File: src/rtl/dmem_req_ctrl.sv
// Data-side memory request controller: issues EX loads/stores on an SRAM-like
// bus, tracks in-order responses, drops flushed ones and buffers load data for MEM.
module dmem_req_ctrl #(
  parameter int MAX_OUT = 2
) (
  input  logic        clk,
  input  logic        reset,
  input  logic        ex_req_valid,
  output logic        ex_req_ready,
  input  logic        ex_req_wr,
  input  logic [1:0]  ex_req_size,
  input  logic [31:0] ex_req_addr,
  input  logic [3:0]  ex_req_wstrb,
  input  logic [31:0] ex_req_wdata,
  output logic        data_sram_req,
  output logic        data_sram_wr,
  output logic [1:0]  data_sram_size,
  output logic [31:0] data_sram_addr,
  output logic [3:0]  data_sram_wstrb,
  output logic [31:0] data_sram_wdata,
  input  logic        data_sram_addr_ok,
  input  logic        data_sram_data_ok,
  input  logic [31:0] data_sram_rdata,
  output logic        read_data_out_req,
  output logic [31:0] read_data,
  input  logic        mem_rd_take,
  input  logic        excp_flush,
  input  logic        ertn_flush
);

  localparam int CW = $clog2(MAX_OUT + 1);
  localparam int PW = (MAX_OUT > 1) ? $clog2(MAX_OUT) : 1;

  typedef enum logic {
    IDLE,
    REQ
  } state_e;

  state_e        state_q;
  logic          req_q;
  logic          wr_q;
  logic [1:0]    size_q;
  logic [31:0]   addr_q;
  logic [3:0]    wstrb_q;
  logic [31:0]   wdata_q;
  logic          cancel_req_q;

  logic [CW-1:0] out_cnt_q, out_cnt_d;
  logic [CW-1:0] live_rd_q, live_rd_d;
  logic [CW-1:0] rsp_cnt_q, rsp_cnt_d;
  logic [CW:0]   rd_load;

  logic [MAX_OUT-1:0] ord_rd_q;
  logic [MAX_OUT-1:0] ord_cancel_q;
  logic [PW-1:0]      ord_wp_q, ord_rp_q;

  logic [31:0]   rsp_mem_q [MAX_OUT];
  logic [PW-1:0] rsp_wp_q, rsp_rp_q;

  logic flush;
  logic accept;
  logic addr_hs;
  logic rsp_v;
  logic rsp_live;
  logic rsp_pop;

  function automatic logic [PW-1:0] ptr_inc(input logic [PW-1:0] ptr);
    return (ptr == PW'(MAX_OUT - 1)) ? '0 : ptr + 1'b1;
  endfunction

  assign flush    = excp_flush | ertn_flush;
  assign rd_load  = {1'b0, live_rd_q} + {1'b0, rsp_cnt_q};

  // Loads also need a guaranteed slot in the response FIFO before they issue.
  assign ex_req_ready = (state_q == IDLE) && !flush &&
                        (out_cnt_q < CW'(MAX_OUT)) &&
                        (ex_req_wr || (rd_load < (CW + 1)'(MAX_OUT)));

  assign accept   = ex_req_valid && ex_req_ready;
  assign addr_hs  = (state_q == REQ) && data_sram_addr_ok;
  assign rsp_v    = data_sram_data_ok && (out_cnt_q != '0);
  assign rsp_live = rsp_v && ord_rd_q[ord_rp_q] && !ord_cancel_q[ord_rp_q] && !flush;
  assign rsp_pop  = mem_rd_take && (rsp_cnt_q != '0);

  assign data_sram_req     = req_q;
  assign data_sram_wr      = wr_q;
  assign data_sram_size    = size_q;
  assign data_sram_addr    = addr_q;
  assign data_sram_wstrb   = wstrb_q;
  assign data_sram_wdata   = wdata_q;
  assign read_data_out_req = (rsp_cnt_q != '0);
  assign read_data         = rsp_mem_q[rsp_rp_q];

  // NOTE: sequential state uses non-blocking assignments so every register
  // samples the pre-edge values regardless of statement order.
  always_ff @(posedge clk) begin
    if (reset) begin
      state_q      <= IDLE;
      req_q        <= 1'b0;
      wr_q         <= 1'b0;
      size_q       <= '0;
      addr_q       <= '0;
      wstrb_q      <= '0;
      wdata_q      <= '0;
      cancel_req_q <= 1'b0;
    end else begin
      case (state_q)
        IDLE: begin
          cancel_req_q <= 1'b0;
          if (accept) begin
            state_q <= REQ;
            req_q   <= 1'b1;
            wr_q    <= ex_req_wr;
            size_q  <= ex_req_size;
            addr_q  <= ex_req_addr;
            wstrb_q <= ex_req_wstrb;
            wdata_q <= ex_req_wdata;
          end
        end
        REQ: begin
          // The request stays on the bus through a flush; only its response is dropped.
          if (flush) cancel_req_q <= 1'b1;
          if (data_sram_addr_ok) begin
            state_q      <= IDLE;
            req_q        <= 1'b0;
            cancel_req_q <= 1'b0;
          end
        end
        default: state_q <= IDLE;
      endcase
    end
  end

  // NOTE: every always_comb output gets a default first so no path leaves it
  // unassigned, which would infer a latch.
  always_comb begin
    out_cnt_d = out_cnt_q;
    live_rd_d = live_rd_q;
    rsp_cnt_d = rsp_cnt_q;

    case ({addr_hs, rsp_v})
      2'b10:   out_cnt_d = out_cnt_q + 1'b1;
      2'b01:   out_cnt_d = out_cnt_q - 1'b1;
      default: out_cnt_d = out_cnt_q;
    endcase

    if (flush) begin
      live_rd_d = '0;
      rsp_cnt_d = '0;
    end else begin
      case ({accept && !ex_req_wr, rsp_live})
        2'b10:   live_rd_d = live_rd_q + 1'b1;
        2'b01:   live_rd_d = live_rd_q - 1'b1;
        default: live_rd_d = live_rd_q;
      endcase
      case ({rsp_live, rsp_pop})
        2'b10:   rsp_cnt_d = rsp_cnt_q + 1'b1;
        2'b01:   rsp_cnt_d = rsp_cnt_q - 1'b1;
        default: rsp_cnt_d = rsp_cnt_q;
      endcase
    end
  end

  always_ff @(posedge clk) begin
    if (reset) begin
      out_cnt_q <= '0;
      live_rd_q <= '0;
      rsp_cnt_q <= '0;
    end else begin
      out_cnt_q <= out_cnt_d;
      live_rd_q <= live_rd_d;
      rsp_cnt_q <= rsp_cnt_d;
    end
  end

  // Order FIFO: one {is_rd, cancel} entry per request past addr_ok.
  always_ff @(posedge clk) begin
    if (reset) begin
      ord_wp_q     <= '0;
      ord_rp_q     <= '0;
      ord_cancel_q <= '0;
    end else begin
      if (flush) ord_cancel_q <= ord_cancel_q | {MAX_OUT{1'b1}};
      if (addr_hs) begin
        ord_rd_q[ord_wp_q]     <= !wr_q;
        ord_cancel_q[ord_wp_q] <= cancel_req_q | flush;
        ord_wp_q               <= ptr_inc(ord_wp_q);
      end
      if (rsp_v) ord_rp_q <= ptr_inc(ord_rp_q);
    end
  end

  always_ff @(posedge clk) begin
    if (reset) begin
      rsp_wp_q <= '0;
      rsp_rp_q <= '0;
    end else if (flush) begin
      rsp_wp_q <= '0;
      rsp_rp_q <= '0;
    end else begin
      if (rsp_live) rsp_wp_q <= ptr_inc(rsp_wp_q);
      if (rsp_pop)  rsp_rp_q <= ptr_inc(rsp_rp_q);
    end
  end

  // NOTE: the data storage is not reset; rsp_cnt_q alone says which slots are valid.
  always_ff @(posedge clk) begin
    if (rsp_live) rsp_mem_q[rsp_wp_q] <= data_sram_rdata;
  end

  a_no_orphan_rsp: assert property (@(posedge clk) disable iff (reset)
    data_sram_data_ok |-> (out_cnt_q != '0));

endmodule

File: config.mk
export PLATFORM = sky130hd
export DESIGN_NAME = dmem_req_ctrl
export DESIGN_NICKNAME = d
export VERILOG_FILES = /design/src/rtl/dmem_req_ctrl.sv
export SDC_FILE = /design/constraint.sdc
export NUM_CORES = 1
export LEC_CHECK = 0
export ABC_CLOCK_PERIOD_IN_PS = 3050
export CAP_MARGIN = 20
export CORE_UTILIZATION = 46
export DETAILED_ROUTE_END_ITERATION = 7
export GPL_TIMING_DRIVEN = 1
export PLACE_DENSITY = 0.78
export SYNTH_ARGS = -nofsm -noshare
export SYNTH_HDL_FRONTEND = slang
export SYNTH_SLANG_ARGS = --single-unit
File: constraint.sdc
create_clock -name clk -period 3.05 [get_ports clk]
set_clock_uncertainty 0.1 [all_clocks]
set_input_delay 0.305 -clock clk [delete_from_list [all_inputs] [get_ports clk]]
set_output_delay 0.305 -clock clk [all_outputs]
set_load 0.01 [all_outputs]
# Yosys cells after proc, flatten, opt, wreduce, memory -nomap -nowiden

Memory sizes are Yosys's and may differ from the RTL's. A register that Yosys moved wholly into a read port is not among the register bits.
Cells that the tools add are included.

Memories: 1
Bits in writable memories: 64
Register bits: 88
Bits of input ports: 111

Order comparisons: 5
Multiplexer cells: 31
Bitwise logic cells: 4
Equality and inequality tests: 9
Reduce and logical (&&, ||, !) cells: 26
$add $sub $neg: 11

Memory list:

| memory    | depth | width | rd ports | clocked after memory_dff | write ports | RTL line | RTL |
|---|---|---|---|---|---|---|---|
| rsp_mem_q | 2     | 32    | 1        | 1                        | 1           | 57       | `logic [31:0] rsp_mem_q [MAX_OUT];` |

Operators by type and width:

| cell                                                  | count |
|---|---|
| two-way mux 1 bit                                     | 19 |
| logical AND 1 bit                                     | 12 |
| one-hot mux 2 bit (2 select lines)                    | 3 |
| nonzero test 2 bit                                    | 5 |
| adder 2 x 1 -> 2 bit, second input constant           | 3 |
| equality test 2 x 1 -> 1 bit, second input constant   | 3 |
| equality test 2 bit, second input constant            | 3 |
| two-way mux 2 bit                                     | 3 |
| one-hot mux 1 bit (2 select lines)                    | 3 |
| AND reduction 2 bit                                   | 3 |
| subtractor 2 x 1 -> 2 bit, second input constant      | 3 |
| adder 1 bit, second input constant                    | 4 |
| bitwise mux 2 bit                                     | 2 |
| logical NOT 1 bit                                     | 4 |
| < comparator 1 x 2 -> 1 bit, second input constant    | 2 |
| inequality test 2 bit, second input constant          | 2 |
| adder 2 x 2 -> 3 bit                                  | 1 |
| < comparator 3 x 2 -> 1 bit, second input constant    | 1 |
| inequality test 3 x 2 -> 1 bit, second input constant | 1 |
| < comparator 2 bit, second input constant             | 1 |
| NOT 1 bit                                             | 2 |
| bitwise OR 1 bit                                      | 2 |
| OR reduction 2 bit                                    | 1 |
| demux 1 bit (select 1 bit)                            | 1 |
| 2 further kinds                                       | 2 |

# Logic depth before layout (Yosys ltp)

Gate-level depths: netlist (run 1).

Depth in word-level cells: 9
Depth in mapped cells: 10

# Worst setup path before layout (run 1)

No wires, ideal clock.

Path type: register to register
From: register ord_rp_q
To: memory rsp_mem_q[0][0] (enable)
Setup slack: 587 ps
Buffers on the path: 0
Data required time: 2558 ps
Arrival: 1971 ps
Clock period less this slack: 2463 ps
Cell stages (with the launch flop): 4
Cells stage by stage: dfxtp_1 > or3b_4 > a2111oi_4 > and2_1

Word-level cells in the longest chain between the ends: 7
Elaborated cells on any way between the ends: 10
Those cells by class: 6 x mux; 4 x reduce/logical

RTL lines:

| item                                                          | RTL line | RTL |
|---|---|---|
| start: declaration                                            | 55       | `logic [PW-1:0] ord_wp_q, ord_rp_q;` |
| start signal: assignment                                      | 189      | `if (rsp_v) ord_rp_q <= ptr_inc(ord_rp_q);` |
| two-way mux 1 bit (implied by the code) (2 in a row)          | 82       | `assign rsp_live = rsp_v && ord_rd_q[ord_rp_q] && !ord_cancel_q[ord_rp_q] && !flush;` |
| logical AND 1 bit / logical NOT 1 bit (equally long branches) | 82       |  |
| logical AND 1 bit (*) (2 in a row)                            | 82       |  |
| named net rsp_live                                            | 64       | `logic rsp_live;` |
| two-way mux 1 bit (*)                                         | 208      | `if (rsp_live) rsp_mem_q[rsp_wp_q] <= data_sram_rdata;` |
| two-way mux 1 bit (implied by the code) (*)                   | 208      |  |
| end: declaration                                              | 57       |  |

The timed path passes the listed nets; every way through them passes the cells marked *. The select of a mux whose other input is x is not followed.

# Final worst setup path (run 1)

From: register rsp_cnt_q[0]
To: output port ex_req_ready

Word-level cells in the longest chain between the ends: 4

RTL lines:

| item                        | RTL line | RTL |
|---|---|---|
| start: declaration          | 50       | `logic [CW-1:0] rsp_cnt_q, rsp_cnt_d;` |
| start signal: assignment    | 172      | `rsp_cnt_q <= rsp_cnt_d;` |
| adder 2 x 2 -> 3 bit        | 72       | `assign rd_load = {1'b0, live_rd_q} + {1'b0, rsp_cnt_q};` |
| < comparator 3 x 2 -> 1 bit | 77       | `(ex_req_wr \|\| (rd_load < (CW + 1)'(MAX_OUT)));` |
| logical OR 1 bit            | 77       |  |
| logical AND 1 bit           | 76       | `(out_cnt_q < CW'(MAX_OUT)) &&` |
| end: declaration            | 9        | `output logic ex_req_ready,` |

No other way between the ends.

==> results of run 1 <==
## power breakdown
group          total [mW]  switching [mW]  internal (mW)
clock                2.03           0.759           1.27
sequential           2.20          0.0240           2.18
combinational       0.408           0.145          0.263
total                4.64           0.928           3.71
## layer usage
metal / up-vias / wire length [microns]
met2: 164 / 6393
met4: 0 / 190
met3: 14 / 1439
met5: - / 0
met1: 1994 / 5706
li1: 2123 / -
## layout make-up
cell class              count  area (sq um)
clock buffers              21         440.4
fillers                  1023          4173
clock inverters            11         128.9
well taps                 176         220.2
inverters                   6         22.52
multi-input cells         311          2420
flip-flops and latches    153          3724
repair buffers            221          2220
## how the worst max path moves through the flow
stage | start | to | cells past startpoint
finish | rsp_cnt_q[0] | ex_req_ready | 5
global route | rsp_cnt_q[0] | ex_req_ready | 5
CTS | rsp_cnt_q[0] | ex_req_ready | 5
detailed placement | rsp_cnt_q[0] | live_rd_q[1] | 8
global placement | data_sram_data_ok | rsp_cnt_q[1] | 7
floorplan | ord_rp_q | rsp_mem_q[0][0] | 3
## metrics by stage
| stage | util [%] | std cells | hold slack [ps] | worst slack (ps) | instance area (sq um) |
|---|---|---|---|---|---|
| final | 68.74 | 899 | 358.8 | 456.8 | 9175 |
| after global routing | 68.74 | 899 | 354.3 | 324.6 | 9175 |
| after CTS | 68.74 | 899 | 342.6 | 412.8 | 9175 |
| after detailed placement | 64.47 | 867 | 358.8 | 507.7 | 8606 |
| after global placement | 64.47 | 867 | 356.4 | 620.5 | 8606 |
| after floorplan | - | 500 | 303.9 | 587.0 | 6337 |
## registers in the layout, summed over array words and instances (netlist names), 2 cells and up, named ones only
signal,cells
rsp_mem_q,64
data_sram_addr,32
data_sram_wdata,32
data_sram_wstrb,4
data_sram_size,2
live_rd_q,2
ord_cancel_q,2
ord_rd_q,2
out_cnt_q,2
rsp_cnt_q,2
## kinds of logic (layout without fill, tap and decap cells)
logic type,after synthesis,in the layout
AO/OA/AOI/OAI,17,17
XOR/XNOR,8,8
adder cells (fa/ha/maj),4,4
buffers and inverters,36,259
flip-flops,153,153
multiplexers,106,106
AND/OR/NAND/NOR,176,176
## critical path, delay by kind of cell (launching register included)
kind	cells	cell delay (ps)
buffers and inverters	1	550
flip-flops	1	420
adder cells (fa/ha/maj)	1	510
AND/OR/NAND/NOR	2	200
AO/OA/AOI/OAI	1	100
## synthesized netlist by cell type (all sizes together)
cell type  count
a2111oi        1
and4b          1
clkbuf        17
mux2i         73
mux2          33
nand2          4
nand3          1
o21ai          4
ha             3
xnor2          4
a21oi         10
fa             1
inv            6
dfxtp         87
or3b           1
and2           2
nand4b         1
nand3b         2
edfxtp        66
o21a           2
or2            1
nor3           3
or3            4
nor2          11
nand2b       144
buf           13
xor2           4
nor3b          1
==> metrics.txt, run 1 <==
Crit. End Element=output port; fin nets=825; setup bufs post-CTS=0; Initial Util=47.48%; share of cells above drive strength 1=9.129%; post-synthesis simple-gate area fraction=16.94%; Critical Path RT=2640 ps; CTS root buf=clkbuf_16; max_cap viols=0; Post-Syn Instances=500; Max clock buf depth=2; met3 GRT Util=9.579%; Slew @ Worst Pin=689.4 ps; XOR/XNOR Fraction of Synth Area=1.106%; Yosys warning total=0; dominant cell type by area after synthesis=edfxtp_1; met2 Usage GRT=32.30%; first-pass GRT wire length=21.80 mm; top post-synthesis cells by area=edfxtp_1 31%, dfxtp_1 27%, nand2b_1 14%; antenna viol nets, final=0; sequential area share after synthesis=58.76%; library cells used by synthesis=30; total clock buffers created by CTS=17; I/O pin count=217; CP Max Fanout=5; clk slew on worst S/H paths=60 ps; #FFs+latches synth=153; DRC viols=0; Worst R2R End=live_rd_q[1]; post_cts resized=0; DPL Wire Length=9.346 mm; Hold Crit Class=in -> reg; Worst path slowest cell=clkdlybuf4s50_1; met1 usage=22.81%; layout overhead on the synthesized area=44.78%; drt wl/cell=15.27 microns; RR Startpoint=rsp_cnt_q[0]; H-Tree Level Count=4; I/O Buffers=216; Compound-Gate Fraction of Synth Area=1.777%; Startpoint Class=flip-flop; crit path DAT=2190 ps; RSZ-0062 raised after global routing=no; final setup fails=0; critical path type=reg -> out; GR peak layer=met2; initial antenna violation count=0; Chip Width=119.4 microns; outcome=completed; drt initial violations=204; min Tclk post-route=2593 ps; Worst Hold Path EP=data_sram_size[1]; Die Span Y=119.4 microns; hold buffers post-CTS=0; core area=13350 sq um; clock sink count=153; synthesized area=6337 sq um; post-synthesis mux area share=17.39%; commonest non-fill, non-tap cell in the layout=clkdlybuf4s50_1; top cell type's share of synthesized area=31.27%; Final Wtd Congestion=0.7480; # diodes=0; largest net degree at the start of global routing=117; Mapped Nets=615; vias in the first global route=4422; DR vias=4295; Die ar.=14250 sq um; Worst slew margin=53.55%; CTS tree=done; CP Cell Sequence=nand2_1 -> fa_1 -> a21oi_1 -> nor2_1 -> clkdlybuf4s50_1; adder-cell area share of the yosys netlist=0.9082%; Vias/cell=4.778; slowest stage delay, CP=550 ps; final hold vios=0; final worst-path cycle share=85.02%; GRT Total Usage=19.87%; power density over the cells=505.4 nW/um^2; Synth Area per Inst=12.67 sq um; R2R depth=8; total power=4.637 mW; maximum VDD drop=316.4 uV; Slew Viols, Final=0; worst min-delay path startpoint=ex_req_size[1]; Fmax=0.3856 GHz; final setup TNS=0 ps; Rows=42; WHS Path Cells=3; main combinational cell family by area after synthesis=multiplexers; Detailed Routing Iterations Pass 1=4; global route overflow=0; Total Wirelength=13.73 mm; worst reg2reg setup slack=490 ps; clk_lat worst skew=410 ps; Pleak=3.135 nW; commonest cells after routing, fill and taps aside=215 x clkdlybuf4s50_1, 144 x nand2b_1, 87 x dfxtp_1
Note: power is estimated with default switching activity, not from simulation.
==> inputs of run 2 (changes only) <==
--- a/config.mk
+++ b/config.mk
@@ -6,7 +6,6 @@
 export NUM_CORES = 1
 export LEC_CHECK = 0
 export ABC_CLOCK_PERIOD_IN_PS = 3050
-export CAP_MARGIN = 20
 export CORE_UTILIZATION = 46
 export DETAILED_ROUTE_END_ITERATION = 7
 export GPL_TIMING_DRIVEN = 1
==> results of run 2 <==
No change in the layout: final DEF, timing and power equal those of run 1.
==> inputs of run 3 (changes only) <==
--- a/config.mk
+++ b/config.mk
@@ -10,6 +10,7 @@
 export DETAILED_ROUTE_END_ITERATION = 7
 export GPL_TIMING_DRIVEN = 1
 export PLACE_DENSITY = 0.78
+export REMOVE_ABC_BUFFERS = 1
 export SYNTH_ARGS = -nofsm -noshare
 export SYNTH_HDL_FRONTEND = slang
 export SYNTH_SLANG_ARGS = --single-unit
==> run 3 against run 2 <==
  * Worst setup slack worse by 27 ps
  * Cell count grew 0.11%
  * Clock power rose by 6%
  * Sequential share of layout area decreased by 0.21 points
  * Maximum frequency fell by 1.0%
  * Via count up 0.26%
  * Hold slack got worse by 5.9 ps
  * Die area unchanged
  * Count of clock-buffer cells in the layout is 2 lower
  * Routed wire length up 2.2%
  * Non-clock buffer count up 1
  * Largest power group unchanged
==> metrics.txt, run 3 (synthesis results as in run 1) <==
vias in the first global route=4440 (+0.41%); Slew @ Worst Pin=736.8 ps (+47.45 ps); number of flip-flops under the largest register name=64 (unchanged); drt wl/cell=15.59 microns (+2.1%); clk slew on worst S/H paths=60 ps (about the same); total clock buffers created by CTS=17 (unchanged); Place WS=502.2 ps (-5.487 ps); Rows=42 (unchanged); Slew Viols, Final=0 (unchanged); Core Util, Final=69.09% (+0.36 points); I/O pin count=217 (unchanged); Initial Util=47.48% (unchanged); CTS tree=done; Crit. End Element=output port; H-Tree Level Count=4 (unchanged); min Tclk post-route=2620 ps (+26.63 ps); RSZ-0062 raised after global routing=no; Die Span Y=119.4 microns (unchanged); DPL Wire Length=9.690 mm (+3.7%); initial antenna violation count=0 (unchanged); clock sink count=153 (unchanged); CP delay by family, top=buffers and inverters; final worst slack=430.2 ps (-26.63 ps); Hold Crit Class=in -> reg; outcome=completed; Total Wirelength=14.03 mm (+2.2%); Vias/cell=4.784 (+0.14%); power density over the cells=515.7 nW/um^2 (+2.0%); Worst path slowest cell=clkdlybuf4s50_1; Worst slew margin=50.36% (-3.2 points); clk_lat worst skew=410 ps (about the same); Detailed Routing Iterations Pass 1=4 (unchanged); first-pass GRT wire length=22.14 mm (+1.6%); CP Cell Sequence=nand2_1 -> fa_1 -> a21oi_1 -> nor2_1 -> clkdlybuf4s50_1; total power=4.756 mW (+2.6%); final setup fails=0 (unchanged); fin nets=826 (+0.12%); critical path type=reg -> out; drt initial violations=194 (-4.9%); Critical Path RT=2640 ps (about the same); commonest cells after routing, fill and taps aside=215 x clkdlybuf4s50_1, 144 x nand2b_1, 87 x dfxtp_1; Bufs and invs on worst path=1 (unchanged); non-filler cells, final=900 (+0.11%); setup bufs post-CTS=0 (unchanged); crit path DAT=2210 ps (+20 ps); commonest non-fill, non-tap cell in the layout=clkdlybuf4s50_1; largest net degree at the start of global routing=109 (-6.8%); Chip Width=119.4 microns (unchanged); Layout Cell Area excl Fill=9223 sq um (+0.52%); final worst-path cycle share=85.90% (+0.87 points); max_cap viols=0 (unchanged); # diodes=0 (unchanged); Max clock buf depth=2 (unchanged); CP Max Fanout=5 (unchanged); global route overflow=0 (unchanged); Startpoint Class=flip-flop; CTS root buf=clkbuf_16; hold buffers post-CTS=0 (unchanged); Die ar.=14250 sq um (unchanged); placed cells=868 (+0.12%); Area after DPL=8613 sq um (about the same); layout overhead on the synthesized area=45.53%; GRT Total Usage=20.32% (+0.45 points); maximum VDD drop=278.1 uV (-12%); antenna viol nets, final=0 (unchanged); core area=13350 sq um (unchanged); Top reg by flops=rsp_mem_q; I/O Buffers=216 (unchanged); DRC viols=0 (unchanged); Fmax=0.3817 GHz (-1.0%); Pleak=3.148 nW (+0.41%); Final Wtd Congestion=0.7848 (+4.9%); slowest stage delay, CP=550 ps (about the same); DR vias=4306 (+0.26%); share of cells above drive strength 1=9.945% (+0.82 points); post_cts resized=0 (unchanged); final hold vios=0 (unchanged)
-- run 3: worst paths after layout --
kind,start,to,slack (ps),depth (start not counted)
setup / recovery,rsp_cnt_q[0],ex_req_ready,430,5
hold / removal,ex_req_wdata[0],data_sram_wdata[0],350,3
setup reg to reg,rsp_cnt_q[0],live_rd_q[1],460,8
hold reg to reg,data_sram_wdata[0],data_sram_wdata[0],370,2
-- run 3: stage by stage --
| step | hold slack [ps] | setup TNS [ps] |
|---|---|---|
| after global placement | 351.0 | 0 |
| after detailed placement | 361.1 | 0 |
| final | 352.9 | 0 |
| after floorplan | 274.1 | -77060 |
| after global routing | 348.5 | 0 |
| after CTS | 329.9 | 0 |
-- run 3: per-layer routing --
metal  part of all wire, %  up-vias  global-route usage (%)
li1                      -     2125                       -
met1                    41     1987                   23.46
met2                    47      178                   32.38
met3                    11       16                   10.01
met4                   1.3        0                   7.656
met5                     0        -                       0
-- run 3: layout make-up --
cell class	count	area [sq um]
Clock inverter	13	176.4
Clock buffer	19	432.9
Multi-Input combinational cell	311	2420
Inverter	6	22.52
Fill cell	967	4125
Timing Repair Buffer	222	2227
Sequential cell	153	3724
Tap cell	176	220.2
-- run 3: tightest hold or removal path, cell delays in order --
cell and delay (ps):
clkdlybuf4s50_1 390, nand2b_1 60, mux2i_1 60
-- run 3: power by group --
| part | internal, mW | switching (mW) | total (mW) |
|---|---|---|---|
| sequential | 2.18 | 0.0240 | 2.20 |
| combinational | 0.264 | 0.144 | 0.408 |
| clock | 1.36 | 0.789 | 2.15 |
| total | 3.80 | 0.957 | 4.76 |
